[src/rtl/ffa.sv]
// Limb-serial modular adder over GF(2^255 - 19): result = (a + b) mod p, with one conditional subtract.
// Define FFA_HOLD_VALID_EN to hold valid/result until an ack handshake instead of pulsing valid.
module ffa #(
   parameter int LIMB_W = 51
) (
   input  logic         clk,
   input  logic         rst,
   input  logic         start,
`ifdef FFA_HOLD_VALID_EN
   input  logic         ack,
`endif
   input  logic [254:0] a,
   input  logic [254:0] b,
   output logic [254:0] result,
   output logic         valid,
   output logic         busy
);

   localparam int NLIMB = 255 / LIMB_W;
   localparam int CW    = (NLIMB > 1) ? $clog2(NLIMB) : 1;
   localparam logic [LIMB_W-1:0] P_LOW = {LIMB_W{1'b1}} - LIMB_W'(18);

   typedef enum logic [1:0] {IDLE, RUN, DONE, HOLD} state_t;

   state_t            state;
   state_t            state_next;
   logic [254:0]      a_sr;
   logic [254:0]      b_sr;
   logic [254:0]      s_sr;
   logic [254:0]      d_sr;
   logic [CW-1:0]     cnt;
   logic              carry;
   logic              borrow;
   logic [LIMB_W-1:0] p_limb;
   logic [LIMB_W:0]   sum_w;
   logic [LIMB_W:0]   diff_w;

   always_ff @(posedge clk or posedge rst) begin
      if (rst) state <= IDLE;
      else     state <= state_next;
   end

   always_comb begin
      state_next = state;
      case (state)
         IDLE: if (start) state_next = RUN;
         RUN:  if (cnt == CW'(NLIMB - 1)) state_next = DONE;
`ifdef FFA_HOLD_VALID_EN
         DONE: state_next = HOLD;
         HOLD: if (ack) state_next = IDLE;
`else
         DONE: state_next = IDLE;
`endif
         default: state_next = IDLE;
      endcase
   end

   // One limb of the sum and of (sum - p) per cycle; the final select uses both chains' outgoing bits.
   always_comb begin
      p_limb = (cnt == '0) ? P_LOW : {LIMB_W{1'b1}};
      sum_w  = {1'b0, a_sr[LIMB_W-1:0]} + {1'b0, b_sr[LIMB_W-1:0]}
             + {{LIMB_W{1'b0}}, carry};
      diff_w = {1'b0, sum_w[LIMB_W-1:0]} - {1'b0, p_limb}
             - {{LIMB_W{1'b0}}, borrow};
   end

   always_ff @(posedge clk or posedge rst) begin
      if (rst) begin
         a_sr   <= '0;
         b_sr   <= '0;
         s_sr   <= '0;
         d_sr   <= '0;
         cnt    <= '0;
         carry  <= 1'b0;
         borrow <= 1'b0;
         result <= '0;
         valid  <= 1'b0;
         busy   <= 1'b0;
      end else begin
`ifndef FFA_HOLD_VALID_EN
         valid <= 1'b0;
`endif
         case (state)
            IDLE: begin
               if (start) begin
                  a_sr   <= a;
                  b_sr   <= b;
                  cnt    <= '0;
                  carry  <= 1'b0;
                  borrow <= 1'b0;
                  busy   <= 1'b1;
               end
            end
            RUN: begin
               a_sr   <= a_sr >> LIMB_W;
               b_sr   <= b_sr >> LIMB_W;
               s_sr   <= (s_sr >> LIMB_W) | (255'(sum_w[LIMB_W-1:0]) << (255 - LIMB_W));
               d_sr   <= (d_sr >> LIMB_W) | (255'(diff_w[LIMB_W-1:0]) << (255 - LIMB_W));
               carry  <= sum_w[LIMB_W];
               borrow <= diff_w[LIMB_W];
               cnt    <= cnt + CW'(1);
            end
            // The 256-bit sum is >= p exactly when it overflowed bit 254 or the subtract did not borrow.
            DONE: begin
               result <= (carry || !borrow) ? d_sr : s_sr;
               valid  <= 1'b1;
`ifndef FFA_HOLD_VALID_EN
               busy   <= 1'b0;
`endif
            end
            HOLD: begin
`ifdef FFA_HOLD_VALID_EN
               if (ack) begin
                  valid <= 1'b0;
                  busy  <= 1'b0;
               end
`endif
            end
            default: ;
         endcase
      end
   end

endmodule

[config.mk]
export PLATFORM = sky130hd
export DESIGN_NAME = ffa
export DESIGN_NICKNAME = d
export VERILOG_FILES = /design/src/rtl/ffa.sv
export SDC_FILE = /design/constraint.sdc
export NUM_CORES = 2
export LEC_CHECK = 0
export CAP_MARGIN = 15
export CORE_UTILIZATION = 45
export CTS_CLUSTER_SIZE = 30
export DETAILED_ROUTE_END_ITERATION = 6
export PLACE_DENSITY = 0.67
export SLEW_MARGIN = 20
export SYNTH_ARGS = -nofsm -noshare
export SYNTH_HDL_FRONTEND = slang
export SYNTH_SLANG_ARGS = --single-unit
export TNS_END_PERCENT = 10
[constraint.sdc]
create_clock -name clk -period 60.2 [get_ports clk]
set_input_delay 18.06 -clock clk [delete_from_list [all_inputs] [get_ports clk]]
set_output_delay 18.06 -clock clk [all_outputs]
set_load 0.1 [all_outputs]
Yosys cells after proc, flatten, opt, wreduce, memory -nomap -nowiden
Cells that the tools add are included.
{ "classes": {"bitwise": 2, "n_mux": 17, "eq_ne": 5, "n_addsub": 5, "n_reduce_logical": 9} }
{ "ops": {"columns": ["cell", "count"], "rows": [
  ["$pmux 255 s2", 2],
  ["$mux 255", 3],
  ["$or 204x255->255", 2],
  ["$add 51x51->52", 1],
  ["$add 52x1->52", 1],
  ["$sub 51x51->52", 1],
  ["$sub 52x1->52", 1],
  ["$pmux 1 s2", 3],
  ["$pmux 3 s2", 1],
  ["$reduce_and 2->1", 3],
  ["$mux 5", 1],
  ["$mux 2", 2],
  ["$ne 2x2->1 const B", 2],
  ["$pmux 2 s2", 1],
  ["$reduce_bool 2->1", 2],
  ["$add 3x1->3 const B", 1],
  ["$eq 3x3->1 const B", 1],
  ["$logic_not 3->1", 1],
  ["$mux 1", 3],
  ["$mux 3", 1],
  ["$eq 2x1->1 const B", 1],
  ["$eq 2x2->1 const B", 1],
  ["$logic_not 2->1", 1],
  ["$logic_not 1->1", 1],
  ["$logic_or 1x1->1", 1]
]} }
{ "word_totals": {"register_bits": 1284, "elab_cells": 49, "output_inout_bits": 257, "inputBits": 513} }

Longest topological paths before layout
{ "depth": {"depth_word": 5, "depth_mapped": 25, "mapped_depth_nobuf": 24} }

Worst setup path before layout
Ideal clock, no wire load.
{ "synth_path": {"kind": "input to register", "start": "input port start", "end": "register carry", "arrival_ns": 19.213, "n_path_buf": 3, "path_stages": 7, "t_required_ns": 60.123, "slack_ns": 40.910, "path_cell_list": "nor2_1 or2_2 clkbuf_1 clkbuf_1 buf_1 a2bb2oi_1 a21oi_1"} }
{ "synth_via": {"elab_chain_cells": 2} }
{ "synth_lines": {"columns": ["element", "line_no", "source"], "rows": [
  ["start: declaration", "8", "input logic start,"],
  ["$ne 2x2->1 (no source line)", null, null],
  ["$reduce_and 2->1 (no source line)", null, null],
  ["end signal: assignment", "99", "carry <= sum_w[LIMB_W];"],
  ["end: declaration", "32", "logic carry;"]
]} }
Every way passes these cells.
A chain may end at the register's enable or synchronous reset.

==> metrics.md <==
| Metric | Value |
|---|---|
| Synthesized area per cell | `roughly 9 um^2` |
| Die ar. | `approximately 130000 um^2` |
| Crit-path cells | `clkdlybuf4s50_1, inv_8, buf_4, buf_12, buf_4` |
| Met1 global-route usage | `about 36%` |
| Final slew viol count | `0` |
| Slowest cell on the critical path | `buf_4` |
| Synth Area in XOR/XNOR | `1.30%` |
| Initial Util | `45.3%` |
| Area contributors post-synth | `dfrtp_1 (55%), nand2_1 (16%), a31oi_1 (4.5%)` |
| Register area share after synthesis | `54.9%` |
| Yosys cell types | `88` |
| Synth Warn # | `0` |
| Slew @ Worst Pin | `about 1.2 ns` |
| First-pass GRT wire length | `271000 um` |
| Final Hold Vio Count | `0` |
| CP bufs+invs | `5` |
| R2R setup slack | `about 53 ns` |
| HP Class | `reg2reg` |
| Worst skew pair latency | `between 0.7 and 0.8 ns` |
| Drt initial violations | `approximately 4200` |
| H-Tree Level Count | `4` |
| Cell depth of the worst setup path | `5` |
| Share of layout cells above drive strength 1 | `about 4.0%` |
| DP HPWL | `roughly 130000 um` |
| Fin nets | `approximately 7700` |
| Reg2Reg Capture Point | `d_sr[249]` |
| Compound-cell area share of the yosys netlist | `12.9%` |
| Max Root-Sink Buffers | `3` |
| Critical Path Sink Type | `asynchronous set/reset pin` |
| Synth Instances | `approximately 6600` |
| GRT overflow | `0` |
| Tmin final | `roughly 21 ns` |
| Critical Path RT | `roughly 61 ns` |
| Simple logic cell fraction of the synthesized area | `between 20% and 30%` |
| Num CTS Buffers | `137` |
| Setup crit end | `result[250]` |
| Worst slew margin | `roughly 18%` |
| Die W | `roughly 360 um` |
| Setup TNS | `0 ns` |
| CP startpoint kind | `primary input` |
| Clock sink count | `approximately 1300` |
| Largest net degree at the start of global routing | `between 200 and 300` |
| Initial antenna violation count | `49` |
| Busiest grt layer | `met2` |
| Tcrit/Tclk final | `between 30% and 40%` |
| Post-cts gate resize count | `0` |
| Yosys top cell area share | `between 50% and 60%` |
| Port buffer count | `just under 800` |
| Worst path most repeated cell | `buf_4` |
| WL final | `roughly 180000 um` |
| RSZ-0062 raised after global routing | `no` |
| WP data arrival | `around 22 ns` |
| Worst path top cell family by delay | `buffers and inverters` |
| CP Launch Point | `rst` |
| Routed len/inst | `~20 um` |
| Layout area overhead | `22.7%` |
| CORE AREA | `129000 um^2` |
| GPL Wtd Cong | `between 0.8 and 0.9` |
| MaxCap Viol Count | `0` |
| Syn_nets | `roughly 7200` |
| Largest family of logic cells by synthesized area | `simple AND/OR/NAND/NOR gates` |
| Crit Path Class | `in2async` |
| IO Pins | `between 700 and 800` |
| R2R depth | `19` |
| Clock root cell | `clkbuf_16` |
| Register bit total from synthesis | `1284` |
| EDFF count, synth | `0` |
| Fill cells | `11700` |
| Multiplexer area fraction after synthesis | `~4.5%` |
| Hold_buf cts | `0` |
| Reg2Reg Launch Point | `carry` |
| Clk pin slew, worst setup/hold paths | `0.06 ns` |
| GRT Overall Usage | `between 20% and 30%` |
| Final setup fails | `0` |
| Router iterations before antenna repair | `6` |
| Vias in the first global route | `about 46000` |
| CTS tree | `built` |
| Row count | `132` |
| Synth Area in Adders | `between 2 and 2.5%` |
| Post-CTS Setup Repair Bufs | `0` |
| Synthesized area | `just under 60000 um^2` |
| Outcome | `finished clean` |
| Fmax | `47.3 MHz` |
| Asr flop ratio synth | `between 90% and 100%` |
| Post-synth top area cell | `dfrtp_1` |
| Top FF cell, synth | `dfrtp_1` |
| Post-route DRC violation count | `0` |
| Met2 Use GR | `about two fifths` |
| Die Y | `approximately 360 um` |
| Critical path peak fanout | `144` |
| Skew final | `between 0.03 and 0.04 ns` |
| Slowest stage delay, CP | `0.88 ns` |
| Via density | `roughly 5.3` |
| Met3 Resource Use GR | `4.85%` |
| DR vias | `approximately 48000` |
| Routed Antenna Nets | `0` |
[worst min-delay path, delay by kind of cell (launching register included)]
kind	cells	cell delay (ns)
DFF	1	0.34
and+or+nand+nor	2	0.10
[flip-flops by register name, indices dropped and copies added, names as in the netlist]
signal  flops
a_sr      255
b_sr      255
borrow      1
busy        1
carry       1
cnt         3
d_sr      255
result    255
s_sr      255
state       2
valid       1
[logic make-up (layout without fill, tap and decap cells)]
logic type               after synthesis  count (layout)
AND/OR/NAND/NOR                     3121            3121
flip-flops                          1284            1284
AO/OA/AOI/OAI                       1204            1204
buffers and inverters                507            1132
multiplexers                         264             264
adder cells (fa/ha/maj)              109             109
XOR/XNOR                              85              85
other                                  0              28
[worst min-delay path by stage]
stage	start	end	cells past startpoint
floorplan	d_sr[0]	d_sr[0]	2
global placement	d_sr[45]	d_sr[45]	2
detailed placement	d_sr[22]	d_sr[22]	2
CTS	d_sr[22]	d_sr[22]	2
global route	d_sr[48]	d_sr[48]	2
finish	d_sr[22]	d_sr[22]	2
[metal layers]
metal / part of all wire [%] / wire length (um)
met1: 44 / 78000
met2: 47 / 82300
met4: 3.7 / 6580
met5: 0.14 / 242
met3: 5.4 / 9520
[final cells by class]
type | count | area [um^2] | share of cell area, %
Tap cell | 1742 | 2180 | 3.03
Clock inverter | 35 | 428 | 0.595
Antenna cell | 28 | 70.1 | 0.0975
Inverter | 76 | 293 | 0.407
Sequential cell | 1284 | 32100 | 44.7
Timing Repair Buffer | 814 | 8220 | 11.4
Clock buffer | 207 | 3990 | 5.56
Multi-Input combinational cell | 4783 | 24600 | 34.2
[cells in the final DEF (no fill, tap or decap), drive strengths merged, types with 10 or more instances in the layout]
cell type	netlist	routed
and4	12	12
dfrtp	1284	1284
xnor2	46	46
ha	97	97
mux2i	260	260
and2	14	14
a21o	52	52
a211oi	13	13
and3	19	19
clkinv	0	23
xor2	39	39
nand2b	16	16
nor2b	10	10
nand4	18	18
o31ai	10	10
a21oi	98	98
nor2	483	483
nand3	24	24
a31oi	423	423
a22o	105	105
nor3	14	14
clkbuf	376	207
inv	76	81
nand2	2474	2474
o21ai	397	397
diode	0	28
o21bai	10	10
buf	55	46
clkdlybuf4s50	0	768
o21a	15	15
[per-stage QoR]
step / setup slack [ns] / hold slack [ns] / instance area [um^2] / cells / util (%)
finish: 39.07 / 0.471 / 71900 / 8969 / 55.6
global route: 38.54 / 0.489 / 71900 / 8967 / 55.6
CTS: 38.95 / 0.476 / 71700 / 8939 / 55.5
detailed placement: 38.09 / 0.461 / 67300 / 8697 / 52.1
global placement: 38.15 / 0.456 / 67300 / 8697 / 52.1
floorplan: 5.95 / 0.445 / 58600 / 6574 / -
[synthesized netlist by cell type, types with 44 or more instances]
master and n:
nand2_1 2474, dfrtp_1 1284, nor2_1 482, a31oi_1 423, o21ai_0 383, clkbuf_1 376
mux2i_1 260, a22o_1 105, a21oi_1 98, ha_1 97, inv_1 74, a21o_1 52
xnor2_1 46, buf_1 44
Power is left out: the tool's default activity adds up to more than one toggle a clock period on the data nets, which glitch-free logic cannot reach.
